<file path="src/rtl/fetch_unit.sv">
// Instruction-fetch stage: program counter, instruction register and retired-fetch counter.
// Jumps resolve in the fetch cycle; a self-loop jump halts fetch and an out-of-window PC faults.
module fetch_unit #(
    parameter int unsigned MEM_DEPTH = 32,
    parameter int unsigned COUNT_W   = 16
) (
    input  logic               clk,
    input  logic               reset,
    output logic [7:0]         ReadAddress,
    input  logic [7:0]         Instruction,
    input  logic               Stall,
    output logic               IrValid,
    output logic [7:0]         IrOut,
    output logic [7:0]         IrPc,
    output logic               Halted,
    output logic               Fault,
    output logic [COUNT_W-1:0] FetchCount
);

    localparam int unsigned ADDR_W = 8;
    localparam logic [1:0]  OP_JUMP = 2'd3;
    localparam logic [7:0]  SELF_LOOP = 8'hFF;

    typedef enum logic [1:0] {
        FETCH = 2'd0,
        HALT  = 2'd1,
        FAULT = 2'd2
    } state_t;

    state_t              r_state;
    logic [ADDR_W-1:0]   r_pc;
    logic [7:0]          r_ir;
    logic [ADDR_W-1:0]   r_ir_pc;
    logic                r_ir_valid;
    logic                r_halted;
    logic                r_fault;
    logic [COUNT_W-1:0]  r_count;

    state_t              w_state_nxt;
    logic [ADDR_W-1:0]   w_pc_nxt;
    logic [7:0]          w_ir_nxt;
    logic [ADDR_W-1:0]   w_ir_pc_nxt;
    logic                w_ir_valid_nxt;
    logic                w_halted_nxt;
    logic                w_fault_nxt;
    logic [COUNT_W-1:0]  w_count_nxt;

    logic [ADDR_W-1:0]   w_pc_seq;
    logic [ADDR_W-1:0]   w_jump_off;
    logic [ADDR_W-1:0]   w_pc_target;
    logic                w_pc_oob;
    logic [COUNT_W-1:0]  w_count_inc;

    // Next-PC arithmetic wraps modulo 256; jump offset is sign-extended from 6 bits
    assign w_pc_seq    = r_pc + ADDR_W'(1);
    assign w_jump_off  = {{2{Instruction[5]}}, Instruction[5:0]};
    assign w_pc_target = (Instruction[7:6] == OP_JUMP) ? (w_pc_seq + w_jump_off) : w_pc_seq;
    assign w_pc_oob    = (32'(r_pc) >= 32'(MEM_DEPTH));
    assign w_count_inc = (&r_count) ? r_count : (r_count + COUNT_W'(1));

    always_comb begin
        w_state_nxt    = r_state;
        w_pc_nxt       = r_pc;
        w_ir_nxt       = r_ir;
        w_ir_pc_nxt    = r_ir_pc;
        w_ir_valid_nxt = r_ir_valid;
        w_halted_nxt   = r_halted;
        w_fault_nxt    = r_fault;
        w_count_nxt    = r_count;

        unique case (r_state)
            FETCH: begin
                // Stall takes priority over both the fault check and the halt check
                if (!Stall) begin
                    if (w_pc_oob) begin
                        w_ir_valid_nxt = 1'b0;
                        w_fault_nxt    = 1'b1;
                        w_state_nxt    = FAULT;
                    end else begin
                        w_ir_nxt       = Instruction;
                        w_ir_pc_nxt    = r_pc;
                        w_ir_valid_nxt = 1'b1;
                        w_count_nxt    = w_count_inc;
                        if (Instruction == SELF_LOOP) begin
                            w_halted_nxt = 1'b1;
                            w_state_nxt  = HALT;
                        end else begin
                            w_pc_nxt = w_pc_target;
                        end
                    end
                end
            end
            HALT: begin
                // The halting jump stays valid until decode consumes it once
                if (!Stall) begin
                    w_ir_valid_nxt = 1'b0;
                end
            end
            FAULT: begin
                w_ir_valid_nxt = 1'b0;
            end
            default: begin
                w_state_nxt = FETCH;
            end
        endcase
    end

    always_ff @(posedge clk) begin
        if (reset) begin
            r_state    <= FETCH;
            r_pc       <= '0;
            r_ir       <= '0;
            r_ir_pc    <= '0;
            r_ir_valid <= 1'b0;
            r_halted   <= 1'b0;
            r_fault    <= 1'b0;
            r_count    <= '0;
        end else begin
            r_state    <= w_state_nxt;
            r_pc       <= w_pc_nxt;
            r_ir       <= w_ir_nxt;
            r_ir_pc    <= w_ir_pc_nxt;
            r_ir_valid <= w_ir_valid_nxt;
            r_halted   <= w_halted_nxt;
            r_fault    <= w_fault_nxt;
            r_count    <= w_count_nxt;
        end
    end

    assign ReadAddress = r_pc;
    assign IrValid     = r_ir_valid;
    assign IrOut       = r_ir;
    assign IrPc        = r_ir_pc;
    assign Halted      = r_halted;
    assign Fault       = r_fault;
    assign FetchCount  = r_count;

endmodule

</file>
<file path="config.mk">
export PLATFORM = sky130hd
export DESIGN_NAME = fetch_unit
export DESIGN_NICKNAME = d
export VERILOG_FILES = /design/src/rtl/fetch_unit.sv
export SDC_FILE = /design/constraint.sdc
export NUM_CORES = 1
export LEC_CHECK = 0
export CAP_MARGIN = 20
export CORE_MARGIN = 3
export CORE_UTILIZATION = 51
export DETAILED_ROUTE_END_ITERATION = 8
export GPL_ROUTABILITY_DRIVEN = 0
export PLACE_DENSITY_LB_ADDON = 0.08
export RECOVER_POWER = 100
export SLEW_MARGIN = 5
export SYNTH_ARGS = -nofsm -noshare
export SYNTH_HDL_FRONTEND = slang
export SYNTH_SLANG_ARGS = --single-unit
</file>
<file path="constraint.sdc">
create_clock -name clk -period 2.5 [get_ports clk]
set_input_delay 0.5 -clock clk [delete_from_list [all_inputs] [get_ports clk]]
set_output_delay 0.5 -clock clk [all_outputs]
set_load 0.01 [all_outputs]
</file>
# Word-level counts from Yosys, hierarchy flattened
# Index checks and enable logic that the tools add are counted.
op_classes:
  add_sub_neg: 3
  mul: 0
  n_div: 0
  order_cmp: 1
  eq_ne: 7
  n_shift: 0
  mux: 9
  bitwise: 5
  reduce_logical: 11
op_table:
  columns: ["operator", "count"]
  rows:
  - ["adder 16 x 1 -> 16 bit, second input constant", 1]
  - ["AND reduction 16 bit", 1]
  - ["AND reduction 3 bit", 4]
  - ["AND reduction 4 bit", 3]
  - ["adder 8 x 1 -> 8 bit, second input constant", 1]
  - ["adder 8 bit", 1]
  - ["== test 8 bit, second input constant", 1]
  - ["greater-or-equal comparator 8 x 6 -> 1 bit, second input constant", 1]
  - ["two-way mux 8 bit", 1]
  - ["two-way mux 2 bit", 3]
  - ["NOT 1 bit", 5]
  - ["== test 2 bit, second input constant", 2]
  - ["!= test 2 bit, second input constant", 2]
  - ["one-hot mux 2 bit (2 select lines)", 1]
  - ["two-way mux 1 bit", 3]
  - ["!= test 3 bit, second input constant", 1]
  - ["one-hot mux 1 bit (3 select lines)", 1]
  - ["nonzero test 3 bit", 1]
  - ["== test 2 x 1 -> 1 bit, second input constant", 1]
  - ["zero test 2 bit", 1]
  - ["OR reduction 2 bit", 1]
totals:
  regBits: 45
  latchBits: 0
  ram_bits: 0
  mem_bits_ro: 0
  in_bits: 11
  word_cells: 44
  n_memories: 0

# Depth between registers and ports, before layout
depth:
  word_depth: 5
  ltp_mapped: 10
  ltp_nobuf: 10

# Least setup slack after synthesis
# Ideal clock, no wire load.
synth_path:
  path_type: "reg2reg"
  start: "register r_pc[0], in the netlist ReadAddress[0]"
  end: "register r_pc[5], in the netlist ReadAddress[5]"
  arrival_ns: 2.187
  required_time_ns: 2.369
  slack_ns: 0.182
  stages_incl_launch_ff: 9
  period_less_slack_ns: 2.318
  cell_sequence: "dfxtp_1 > inv_1 > ha_1 > ha_1 > a211oi_1 > o21bai_1 > mux2i_1 > a2111oi_0 > nor3_1"
synth_between:
  elab_chain_cells: 3
synth_rtl:
  columns: ["element", "line", "rtl"]
  rows:
  - ["from (decl)", "31", "logic [ADDR_W-1:0] r_pc;"]
  - ["from (signal assigned)", "120", "r_pc <= w_pc_nxt;"]
  - ["adder 8 x 1 -> 8 bit / greater-or-equal comparator 8 x 6 -> 1 bit (equally long branches)", "55, 58", null]
  - ["adder 8 bit / NOT 1 bit (equally long branches)", null, null]
  - ["two-way mux 8 bit / AND reduction 4 bit (equally long branches)", null, null]
# Several ways; a longest one is shown, not always the timed one.
# A chain may end at the register's enable or synchronous reset.

# Worst setup path after layout
# Same ends and word-level chain as after synthesis.

==> reports/qor.txt <==
Clock latency on the worst-skew pair = 300 ps
Vias = 2276
Initial Util = 55.22%
Leakage power figure = 0.001295 uW
Fin. max-slew vios = 0
Vias in the first global route = 2161
Clk slew on worst S/H paths = 80 ps
CTS tree = yes
DP Area = 3159 um2
1st-iter DRT viols = 94
Total GRT Usage = 20.80%
Number of synthesized register bits = 45
Postcts setup bufs = 0
Final nets = 380
DP Worst Slack = -54.62 ps
DP HPWL = 4392 um
Largest net degree at the start of global routing = 28
Vias/cell = 5.393
CP arrival = 2510 ps
Crit path max fanout = 5
VDD IR max = 318.2 uV
Clock tree sinks = 45
CP Capture Type = flop
Core area = 4534 um2
Total power = 1732 uW
Period utilisation layout = 93.15%
CTS Buf Count = 5
RSZ-0062 raised after global routing = false
Share of layout cells above drive strength 1 = 10.08%
Critical Path RT = 2680 ps
I/O pin count = 54
Outcome = complete, no violations
Mapped Nets = 314
WL final = 5764 um
Worst-margin pin slew = 723.0 ps
Post-cts sizing count = 0
Post-Syn Instances = 290
Async SR Flop Fraction = 0%
Hold_sp = IrOut[3]$_SDFFE_PP0P_
FF-to-FF End = ReadAddress[5]$_SDFFE_PP0P_
Synth Flop Type = dfxtp_1
Crit path capture = ReadAddress[5]$_SDFFE_PP0P_
IO Port Bufs = 53
EDFF count, synth = 0
Drt drc = 0
Ant diodes = 0
Max Cap Violations = 0
R2r worst-path depth = 9
1st-pass router iterations = 4
CP startpoint = ReadAddress[0]$_SDFFE_PP0P_
Final min period = 2329 ps
Hold WC Path Type = reg -> reg
Die Wd = 76.07 um
Cts hold-fix bufs = 0
Post-route ant nets = 0
Initial antenna violation count = 0
Kind of critical path = reg -> reg
Total grt overflow = 0
Worst rel slew slack = 51.80%
Die height = 76.07 um
First-pass GRT wire length = 10010 um
Design area = 3196 um2
Avg Cell Area, Syn = 8.633 um2
Area Overhead vs Synth = 27.64%
Synth unique cells = 55
# setup viols final = 0
Clock Path Buffers = 2
H-tree depth = 2
Cell area after synthesis = 2504 um2
Core Rows = 24
Commonest cells after routing, fill and taps aside = dfxtp_1 (45), dlygate4sd3_1 (45), nand2_1 (36)
Ys Warns = 0
Fin. Hold Viols = 0
Startpoint types = flop
Worst setup margin = 171.3 ps
Reg2Reg Launch Point = ReadAddress[0]$_SDFFE_PP0P_
Sequential cell area fraction in the yosys report = 35.98%
R2r setup slk = 170 ps
Die area = 5786 um2
Root cell of the clock tree = clkbuf_8
Clock skew = 6.293 ps
P per Cell Area = 542.0 nW/um2
Drt wl/cell = 13.66 um
Fmax = 0.4294 GHz
[through the flow]
step / hold slack (ps) / util [%] / TNS [ps] / cells
3_3_place_gp: 442.4 / 69.67 / 0 / 414
5_1_grt: 468.0 / 70.47 / 0 / 422
6_report: 450.2 / 70.47 / 0 / 422
4_1_cts: 457.1 / 71.50 / 0 / 422
3_5_place_dp: 445.8 / 69.67 / -94.58 / 414
2_1_floorplan: 467.5 / - / 0 / 290
[Yosys cell counts (all sizes together), types with 4 or more instances]
library cell  instances  area (um2)
nor3                  8       51.30
nor2                 31       123.9
nand2                37       141.4
clkbuf                9       63.81
a211oi                8       65.06
nand3                14       75.07
dfxtp                45       900.9
xnor2                16       140.1
o21ai                 8       40.04
nand4                 6       58.80
ha                   12       150.1
a21oi                27       138.9
inv                  10       37.54
o41ai                 4       35.03
a21o                  4       30.03
[kinds of logic (layout without fill, tap and decap cells)]
group / Yosys count / in the layout / share of synthesized area (%)
buffers and inverters: 22 / 89 / 5.147
DFF: 45 / 45 / 35.98
xor gates and xnor gates: 18 / 18 / 6.297
AOI/OAI and AO/OA: 63 / 63 / 17.14
and+or+nand+nor: 124 / 124 / 26.54
adders and majority gates: 13 / 13 / 6.796
muxes: 5 / 5 / 2.099
[power by group]
| part | switching (uW) | internal (uW) |
|---|---|---|
| Combinational | 259 | 236 |
| Sequential | 44.7 | 760 |
| Clock | 238 | 194 |
| Total | 542 | 1190 |
[layer usage]
metal	routed length (um)	part of all wire [%]	global-route usage (%)	vias up
met5	0	0	0	-
met4	113	2.0	8.152	0
met3	255	4.4	4.965	11
met2	2606	45	32.18	64
met1	2788	48	28.04	1040
li1	-	-	-	1161
[worst max-delay path, cell delays in order, from the launching register on]
cell and delay (ps):
dfxtp_1 360, buf_4 150, ha_1 180, xor2_1 230, ha_2 320, o21ai_0 210
o21bai_1 160, mux2i_1 160, a2111oi_2 360, nor3_1 80
[area by class of cell]
| type | instances | area (um2) |
|---|---|---|
| Multi-Input combinational cell | 223 | 1435 |
| Fill cell | 401 | 1339 |
| Sequential cell | 45 | 900.9 |
| Timing Repair Buffer | 71 | 658.1 |
| Tap cell | 65 | 81.33 |
| Clock buffer | 6 | 72.57 |
| Inverter | 10 | 37.54 |
| Clock inverter | 2 | 10.01 |
[worst min path at each step]
stage | endpoint | slack (ps) | depth (start not counted)
2_1_floorplan | r_state[1]$_SDFFE_PP0P_ | 470 | 2
3_3_place_gp | IrOut[3]$_SDFFE_PP0P_ | 440 | 2
3_5_place_dp | IrOut[3]$_SDFFE_PP0P_ | 450 | 2
4_1_cts | IrOut[3]$_SDFFE_PP0P_ | 460 | 2
5_1_grt | IrOut[3]$_SDFFE_PP0P_ | 470 | 2
6_report | IrOut[3]$_SDFFE_PP0P_ | 450 | 2
[registers in the layout, indices dropped and copies added (netlist names)]
register	cells
r_state	2
Halted	1
IrPc	8
ReadAddress	8
Fault	1
FetchCount	16
IrValid	1
IrOut	8
No activity file was read; power rests on OpenSTA's default activity.
